[src/rtl/alu_uart_intf_if.sv]
// alu_uart_intf_if
// Bundles the byte-stream handshake between the UART receiver/transmitter,
// the combinational ALU and the alu_uart_intf front end.
//
// Parameters:
//   N_BITS : width of received bytes, operands, result and transmit byte
//   N_OP   : opcode width
//
// Signals (directions seen from the front end, i.e. the slave modport):
//   i_rx_data    in   received byte, valid while i_rx_done is high
//   i_rx_done    in   one-cycle "byte available" pulse from the receiver
//   i_alu_result in   combinational ALU output
//   i_tx_done    in   one-cycle "frame sent" pulse from the transmitter
//   o_alu_a      out  operand A to the ALU
//   o_alu_b      out  operand B to the ALU
//   o_alu_op     out  opcode to the ALU
//   o_tx_data    out  result byte to the transmitter
//   o_tx_start   out  one-cycle transmit request
//   o_busy       out  high while a result is being produced or sent
interface alu_uart_intf_if #(
    parameter int N_BITS = 8,
    parameter int N_OP   = 6
);
    logic [N_BITS-1:0] i_rx_data;
    logic              i_rx_done;
    logic [N_BITS-1:0] i_alu_result;
    logic              i_tx_done;
    logic [N_BITS-1:0] o_alu_a;
    logic [N_BITS-1:0] o_alu_b;
    logic [N_OP-1:0]   o_alu_op;
    logic [N_BITS-1:0] o_tx_data;
    logic              o_tx_start;
    logic              o_busy;

    // The environment side: UART blocks and ALU drive the inputs.
    modport master (
        output i_rx_data, i_rx_done, i_alu_result, i_tx_done,
        input  o_alu_a, o_alu_b, o_alu_op, o_tx_data, o_tx_start, o_busy
    );

    // The front end itself.
    modport slave (
        input  i_rx_data, i_rx_done, i_alu_result, i_tx_done,
        output o_alu_a, o_alu_b, o_alu_op, o_tx_data, o_tx_start, o_busy
    );
endinterface

[src/rtl/alu_uart_intf.sv]
// alu_uart_intf
// Byte-stream front end for the ALU. Collects operand A, operand B and the
// opcode from three received bytes, lets the ALU settle for one cycle,
// captures its result and requests transmission with a one-cycle pulse.
//
// Ports:
//   clock  single clock, rising edge
//   reset  asynchronous, active-high reset
//   bus    alu_uart_intf_if.slave (rx/tx handshake, ALU operands/result)
//
// Parameters:
//   N_BITS         data width (bytes, operands, result)
//   N_OP           opcode width, taken from the low bits of the third byte
//   TIMEOUT_CYCLES inter-byte timeout in cycles (only with the macro below)
//
// Optional feature:
//   ALU_INTF_TIMEOUT_EN  when defined, a partially received operand set is
//                        abandoned after TIMEOUT_CYCLES idle cycles in
//                        WAIT_B/WAIT_OP. When undefined, those states wait
//                        forever and no counter exists.
module alu_uart_intf #(
    parameter int N_BITS         = 8,
    parameter int N_OP           = 6,
    parameter int TIMEOUT_CYCLES = 1000000
) (
    input logic           clock,
    input logic           reset,
    alu_uart_intf_if.slave bus
);

    typedef enum logic [2:0] {
        WAIT_A  = 3'd0,
        WAIT_B  = 3'd1,
        WAIT_OP = 3'd2,
        EXEC    = 3'd3,
        SEND    = 3'd4,
        WAIT_TX = 3'd5
    } state_t;

    state_t            state;
    logic [N_BITS-1:0] alu_a;
    logic [N_BITS-1:0] alu_b;
    logic [N_OP-1:0]   alu_op;
    logic [N_BITS-1:0] tx_data;
    logic              tx_start;
    logic              busy;

`ifdef ALU_INTF_TIMEOUT_EN
    // A width of at least one bit keeps degenerate timeouts elaborating.
    localparam int CNT_W = (TIMEOUT_CYCLES > 1) ? $clog2(TIMEOUT_CYCLES) : 1;
    localparam logic [CNT_W-1:0] CNT_MAX = CNT_W'(TIMEOUT_CYCLES - 1);
    logic [CNT_W-1:0] idle_cnt;
`endif

    // Single-process Moore FSM. tx_start and busy are registered from the
    // state being entered, so they line up with the state register.
    // The idle counter defaults to zero every cycle and only counts while
    // waiting for the second or third byte with nothing arriving.
    always_ff @(posedge clock or posedge reset) begin
        if (reset) begin
            state    <= WAIT_A;
            alu_a    <= {N_BITS{1'b0}};
            alu_b    <= {N_BITS{1'b0}};
            alu_op   <= {N_OP{1'b0}};
            tx_data  <= {N_BITS{1'b0}};
            tx_start <= 1'b0;
            busy     <= 1'b0;
`ifdef ALU_INTF_TIMEOUT_EN
            idle_cnt <= '0;
`endif
        end else begin
`ifdef ALU_INTF_TIMEOUT_EN
            idle_cnt <= '0;
`endif
            case (state)
                WAIT_A: begin
                    if (bus.i_rx_done) begin
                        alu_a <= bus.i_rx_data;
                        state <= WAIT_B;
                    end
                end
                WAIT_B: begin
                    if (bus.i_rx_done) begin
                        alu_b <= bus.i_rx_data;
                        state <= WAIT_OP;
                    end
`ifdef ALU_INTF_TIMEOUT_EN
                    else if (idle_cnt == CNT_MAX) begin
                        state <= WAIT_A;
                    end else begin
                        idle_cnt <= idle_cnt + 1'b1;
                    end
`endif
                end
                WAIT_OP: begin
                    if (bus.i_rx_done) begin
                        alu_op <= bus.i_rx_data[N_OP-1:0];
                        state  <= EXEC;
                        busy   <= 1'b1;
                    end
`ifdef ALU_INTF_TIMEOUT_EN
                    else if (idle_cnt == CNT_MAX) begin
                        state <= WAIT_A;
                    end else begin
                        idle_cnt <= idle_cnt + 1'b1;
                    end
`endif
                end
                EXEC: begin
                    // Operands were registered last edge, so the ALU output
                    // has had a full cycle to settle.
                    tx_data  <= bus.i_alu_result;
                    tx_start <= 1'b1;
                    state    <= SEND;
                end
                SEND: begin
                    tx_start <= 1'b0;
                    state    <= WAIT_TX;
                end
                WAIT_TX: begin
                    if (bus.i_tx_done) begin
                        busy  <= 1'b0;
                        state <= WAIT_A;
                    end
                end
                default: begin
                    tx_start <= 1'b0;
                    busy     <= 1'b0;
                    state    <= WAIT_A;
                end
            endcase
        end
    end

    assign bus.o_alu_a    = alu_a;
    assign bus.o_alu_b    = alu_b;
    assign bus.o_alu_op   = alu_op;
    assign bus.o_tx_data  = tx_data;
    assign bus.o_tx_start = tx_start;
    assign bus.o_busy     = busy;

endmodule

[src/flat_wrapper.sv]
// flat-port wrapper written by rule: the top's interface ports become plain ports
module alu_uart_intf_flat 
#(
    parameter int N_BITS         = 8,
    parameter int N_OP           = 6,
    parameter int TIMEOUT_CYCLES = 1000000
)
  (clock, reset, bus_i_rx_data, bus_i_rx_done, bus_i_alu_result, bus_i_tx_done, bus_o_alu_a, bus_o_alu_b, bus_o_alu_op, bus_o_tx_data, bus_o_tx_start, bus_o_busy);
  alu_uart_intf_if #(.N_BITS(N_BITS), .N_OP(N_OP)) bus_i ();
  input logic clock;
  input logic reset;
  input wire logic [$bits(bus_i.i_rx_data)-1:0] bus_i_rx_data;
  input wire logic [$bits(bus_i.i_rx_done)-1:0] bus_i_rx_done;
  input wire logic [$bits(bus_i.i_alu_result)-1:0] bus_i_alu_result;
  input wire logic [$bits(bus_i.i_tx_done)-1:0] bus_i_tx_done;
  output wire logic [$bits(bus_i.o_alu_a)-1:0] bus_o_alu_a;
  output wire logic [$bits(bus_i.o_alu_b)-1:0] bus_o_alu_b;
  output wire logic [$bits(bus_i.o_alu_op)-1:0] bus_o_alu_op;
  output wire logic [$bits(bus_i.o_tx_data)-1:0] bus_o_tx_data;
  output wire logic [$bits(bus_i.o_tx_start)-1:0] bus_o_tx_start;
  output wire logic [$bits(bus_i.o_busy)-1:0] bus_o_busy;
  assign bus_i.i_rx_data = bus_i_rx_data;
  assign bus_i.i_rx_done = bus_i_rx_done;
  assign bus_i.i_alu_result = bus_i_alu_result;
  assign bus_i.i_tx_done = bus_i_tx_done;
  assign bus_o_alu_a = bus_i.o_alu_a;
  assign bus_o_alu_b = bus_i.o_alu_b;
  assign bus_o_alu_op = bus_i.o_alu_op;
  assign bus_o_tx_data = bus_i.o_tx_data;
  assign bus_o_tx_start = bus_i.o_tx_start;
  assign bus_o_busy = bus_i.o_busy;
  alu_uart_intf #(.N_BITS(N_BITS), .N_OP(N_OP), .TIMEOUT_CYCLES(TIMEOUT_CYCLES)) u_core (.clock(clock), .reset(reset), .bus(bus_i));
endmodule
[config.mk]
export PLATFORM = sky130hd
export DESIGN_NAME = alu_uart_intf_flat
export DESIGN_NICKNAME = d
export VERILOG_FILES = /design/src/rtl/alu_uart_intf_if.sv /design/src/rtl/alu_uart_intf.sv /design/src/flat_wrapper.sv
export SDC_FILE = /design/constraint.sdc
export NUM_CORES = 1
export LEC_CHECK = 0
export ABC_AREA = 1
export CAP_MARGIN = 25
export CORE_UTILIZATION = 47
export DETAILED_ROUTE_END_ITERATION = 8
export PLACE_DENSITY = 0.84
export SYNTH_ARGS = -nofsm -noshare
export SYNTH_HDL_FRONTEND = slang
export SYNTH_SLANG_ARGS = --single-unit
[constraint.sdc]
create_clock -name clock -period 2 [get_ports clock]
set_clock_uncertainty 0.15 [all_clocks]
set_input_delay 0.3 -clock clock [delete_from_list [all_inputs] [get_ports clock]]
set_output_delay 0.3 -clock clock [all_outputs]
set_load 0.02 [all_outputs]
==> flow_summary.yaml, run 1 <==
critical_path:
  crit_family: "buffers and inverters"
  critical_path.slowest_cell: "clkdlybuf4s50_1"
  critPathBufInv: 1
  worst_setup_path_start_kind: "register"
  crit_required_ps: 1550
  worstPathMaxFanout: 2
  path_cells: "clkdlybuf4s50_1"
  worstSetupPathType: "register to output pin"
  cp_slowest_stage_delay_ps: 620
  cp-end-kind: "output pin"
  worstPathArrival_ps: 1340
sta:
  setup_ws_ps: 205
  max_slew_margin: 0.629
  rsz0062_at_grt: "no"
  slew_viol_final: 0
  fin_crit_ps: 1790
  final-hold-violation-count: 0
  tns_ps: 0
  fmax_mhz: 557
  fin_crit_sh: 0.897
  setup_viol: 0
  worstMarginPinSlew_ps: 557
synth:
  yosys.area_share.adder: 0
  yosys.area_share.simple: 0.238
  yosysTopAreaCell: "dfrtp_1"
  ys_types: 16
  synth_fp_nets: 169
  synth.most_common_cell: "nand2_1"
  synth_area_per_cell_um2: 9.67
  syn_area_um2: 1440
  ys_ff_latch: 35
  yosysWarnings: 0
  synth_common_cells: "nand2_1, dfrtp_1, o21ai_1, nand3_1, inv_1"
  synth_xor_area_frac: 0
  synthArstFlopShare: 1.00
  synth_edf_count: 0
  synth_top_family_by_area: "simple AND/OR/NAND/NOR gates"
  synth_compound_area_frac: 0.104
  synthFlopType: "dfrtp_1"
  yosysTopAreaCellShare: 0.608
  synth.area.mux_share: 0
  synth_seq_area_share: 0.608
  synthTopCellsByArea: "dfrtp_1, nand2_1, o21ai_1"
  syn_inst: 149
die:
  rows: 19
  die-area_um2: 3290
  die_w_um: 57.4
  core_um2: 2830
  pin_count: 52
  start_util: 0.509
  die_y_um: 57.4
pwr:
  leakagePower_nw: 0.970
  power.density_nw_per_um2: 1670
  combPwrFrac: 0.514
  clock_power_share: 0.109
  power_switching_share: 0.421
  peakVddDrop_mv: 1.05
  power_mw: 3.39
  pwr-share-seq: 0.377
  intPower_mw: 1.96
  p_switching_mw: 1.43
final_layout:
  fill_cells: 212
  syn2layout_area_growth_pct: 40.8
  drive_above_1_share: 0.131
  diodes: 0
  final_nets: 225
  fin_util: 0.717
clock_network:
  cts_setup_buffers: 0
  clock_latency_ps: 340
  cts-root-buf: "clkbuf_4"
  clockBufferDepth: 2
  cts_num_sinks: 35
  holdBufCountCts: 0
  clk_pin_slew_ps: 100
  cts-htree-levels: 2
  cts_tree: "done"
  cts_buffers: 5
  ctsResizeCount: 0
hold_path:
  hold_path_class: "primary input to asynchronous set/reset pin"
global_route:
  antenna_found_initial: 0
  grt-ovfl-total: 0
  grt_pass1_vias: 1224
  grt_max_degree: 36
  grt_pass1_wl_um: 5330
  grtUsageTotal: 0.220
outcome:
  violations: "DRC"
  status: "complete, but fails checks"
detailed_routing:
  wl_um: 3130
  num_vias: 1216
  antenna_left: 0
  drcViolationCount: 5
  drtPass1Iterations: 6
  via_per_inst: 5.13
  drt_iter0_markers: 68
  avgRoutedWirePerCell_um: 13.2
place:
  port_buffers: 51
  dp_hpwl_um: 2310
  gp_congestion: 0.748
  place_ws_ps: 313
job:
  maxCapViolations: 0
## power groups by stage
stage          logic (mW)  registers (mW)  clock network (mW)
6_report             1.74            1.28               0.370
5_1_grt              1.89            1.32               0.408
3_3_place_gp         1.70            1.27                   0
4_1_cts              1.76            1.28               0.379
3_5_place_dp         1.76            1.28                   0
2_1_floorplan       0.647            1.61                   0
## cells in the final DEF (no fill, tap or decap)
| cell | instances |
|---|---|
| inv_1 | 10 |
| dfrtp_1 | 35 |
| buf_4 | 2 |
| nor2_2 | 2 |
| nand2_2 | 3 |
| o21ai_2 | 8 |
| nand3_2 | 1 |
| clkinv_2 | 1 |
| nand3_1 | 14 |
| nand3_4 | 1 |
| o21ai_1 | 15 |
| clkbuf_1 | 2 |
| clkdlybuf4s50_1 | 51 |
| inv_2 | 2 |
| nor2_4 | 2 |
| clkbuf_4 | 5 |
| nor2_1 | 3 |
| nand2_1 | 48 |
| o21ai_0 | 1 |
## area by class of cell
| type | count | area (µm²) | share of cell area |
|---|---|---|---|
| clock inverters | 1 | 5.00 | 0.00247 |
| clock buffers | 7 | 45.0 | 0.0222 |
| multi-input cells | 98 | 493 | 0.243 |
| repair buffers | 53 | 526 | 0.259 |
| well taps | 31 | 38.8 | 0.0191 |
| inverters | 12 | 45.0 | 0.0222 |
| flip-flops and latches | 35 | 876 | 0.432 |
## metal layers
metal	vias to the layer above	share of wire	track usage
met3	4	0.064	0.0612
met2	44	0.49	0.364
met5	-	0	0
met1	572	0.43	0.257
li1	596	-	-
met4	0	0.014	0.125
## registers in the layout, summed over array words and instances, names as in the netlist
signal                 count
u_core.bus.o_tx_data       8
u_core.bus.o_tx_start      1
u_core.state               3
u_core.bus.o_alu_op        6
u_core.bus.o_alu_b         8
u_core.bus.o_alu_a         8
u_core.bus.o_busy          1
## final timing paths
check / from / endpoint / slack, ps / depth (start not counted)
setup / recovery: u_core.bus.o_alu_a[0]$_DFFE_PP0P_ / bus_o_alu_a[0] / 210 / 1
hold / removal: reset / u_core.bus.o_alu_b[1]$_DFFE_PP0P_ / 180 / 3
setup reg to reg: u_core.state[1]$_DFFE_PP0P_ / u_core.bus.o_alu_a[1]$_DFFE_PP0P_ / 380 / 4
hold reg to reg: u_core.bus.o_busy$_DFFE_PP0P_ / u_core.bus.o_busy$_DFFE_PP0P_ / 330 / 2
max in group asynchronous: reset / u_core.state[0]$_DFFE_PP0P_ / 1210 / 3
min in group clock: u_core.bus.o_busy$_DFFE_PP0P_ / u_core.bus.o_busy$_DFFE_PP0P_ / 330 / 2
## metrics by stage
| stage | hold WS [ps] | instance area (µm²) | instances |
|---|---|---|---|
| floorplan | 295 | 1440 | 149 |
| global placement | 304 | 1980 | 229 |
| detailed placement | 307 | 1980 | 229 |
| CTS | 188 | 2030 | 237 |
| global route | 219 | 2030 | 237 |
| finish | 184 | 2030 | 237 |
## cells by family after synthesis
family	Yosys count
AOI/OAI and AO/OA	24
buffers and inverters	16
DFF	35
and+or+nand+nor	74
## worst register-to-register path, cell delays in order (launching register included)
cell and delay [ps]:
dfrtp_1 590, nor2_2 270, nand3_2 280, nand2_1 140, o21ai_1 80
(Power assumes the default switching activity.)
==> inputs of run 2 (changes only) <==
- REMOVE_ABC_BUFFERS: unset -> 1
==> flow_summary.yaml, run 2 (synthesized netlist as in run 1, its figures left out) <==
outcome:
  status: "complete, but fails checks"
  violations: "DRC"
detailed_routing:
  avgRoutedWirePerCell_um: 13.4
  drcViolationCount: 5
  wl_um: 3200
  num_vias: 1214
  via_per_inst: 5.10
  drtPass1Iterations: 7
  drt_iter0_markers: 80
  antenna_left: 0
sta:
  hold_ws_ps: 147
  final-hold-violation-count: 0
  tns_ps: 0
  worstMarginPinSlew_ps: 560
  slew_viol_final: 0
  setup_viol: 0
  fin_crit_sh: 0.895
  fmax_mhz: 559
  max_slew_margin: 0.626
  rsz0062_at_grt: "no"
  fin_crit_ps: 1790
clock_network:
  cts_tree: "done"
  cts-root-buf: "clkbuf_4"
  cts_buffers: 5
  clk_pin_slew_ps: 100
  cts-htree-levels: 2
  cts_setup_buffers: 0
  ctsResizeCount: 0
  holdBufCountCts: 0
  clock_latency_ps: 330
  cts_num_sinks: 35
  clockBufferDepth: 2
die:
  die_w_um: 57.4
  start_util: 0.509
  die-area_um2: 3290
  die_y_um: 57.4
  pin_count: 52
  core_um2: 2830
  rows: 19
global_route:
  grt_pass1_vias: 1172
  grtUsageTotal: 0.217
  grt-ovfl-total: 0
  grt_max_degree: 23
  grt_pass1_wl_um: 5370
  antenna_found_initial: 0
pwr:
  peakVddDrop_mv: 1.03
  power.density_nw_per_um2: 1720
  leakagePower_nw: 0.994
  power_mw: 3.56
final_layout:
  final_cell_mix: "clkdlybuf4s50_1, nand2_1, dfrtp_1"
  drive_above_1_share: 0.145
  syn2layout_area_growth_pct: 43.9
  stdcell_area_um2: 2070
  fin_util: 0.732
  final_nets: 226
  diodes: 0
  layout_commonest_cell: "clkdlybuf4s50_1"
critical_path:
  critPathBufInv: 1
  cp_slowest_stage_delay_ps: 630
  crit_required_ps: 1550
  worst_setup_path_start_kind: "register"
  rr_startpoint: "u_core.state[1]$_DFFE_PP0P_"
  path_cells: "clkdlybuf4s50_1"
  cp-end-kind: "output pin"
  worstPathMaxFanout: 2
  critical_path.slowest_cell: "clkdlybuf4s50_1"
  crit_family: "buffers and inverters"
  worstSetupPathType: "register to output pin"
  worstSetupStartpoint: "u_core.bus.o_alu_a[6]$_DFFE_PP0P_"
  worstPathArrival_ps: 1340
job:
  maxCapViolations: 0
place:
  dp_hpwl_um: 2300
  port_buffers: 51
  place_area_um2: 1990
  gp_congestion: 0.753
hold_path:
  hold_path_class: "primary input to asynchronous set/reset pin"
==> run 2: cell types whose count changed in the layout (fill, tap and decap cells not counted), sizes merged <==
cell / before / now
buf: 2 / 3
bufinv: 0 / 1
clkbuf: 7 / 6
==> run 2: worst paths after layout <==
kind / depth (start not counted) / endpoint / slack [ps]
setup / recovery: 1 / bus_o_alu_a[6] / 210
setup reg to reg: 4 / u_core.bus.o_alu_a[7]$_DFFE_PP0P_ / 360
hold / removal: 3 / u_core.bus.o_tx_data[2]$_DFFE_PP0P_ / 150
min in group clock: 2 / u_core.bus.o_tx_data[6]$_DFFE_PP0P_ / 330
hold reg to reg: 2 / u_core.bus.o_tx_data[6]$_DFFE_PP0P_ / 330
max in group asynchronous: 3 / u_core.bus.o_alu_b[6]$_DFFE_PP0P_ / 1280
==> run 2: cell type report <==
type,count,area (µm²)
fill,210,757
multi-input combinational,98,493
sequential,35,876
timing repair buffer,54,533
inverter,12,45.0
clock buffer,6,51.3
tap,31,38.8
clock inverter,2,35.0
==> run 2: power by group <==
| part | leakage [nW] | internal (mW) | switching [mW] | total (mW) |
|---|---|---|---|---|
| clock | 0.0482 | 0.295 | 0.232 | 0.528 |
| combinational | 0.509 | 0.790 | 0.956 | 1.75 |
| sequential | 0.437 | 1.03 | 0.247 | 1.28 |
==> run 2: metal layers <==
metal  vias to the layer above  global-route usage  routed length [µm]  share of wire
met5                         -                   0                   0              0
met4                         0              0.0732                  32          0.010
met3                         5              0.0748                 256          0.080
met2                        48               0.346                1500           0.47
met1                       565               0.280                1410           0.44
li1                        596                   -                   -              -
==> run 2: stage by stage <==
stage	std cells	setup slack, ps
finish	238	210
global route	238	160
CTS	238	196
detailed placement	230	335
global placement	230	390
floorplan	145	591
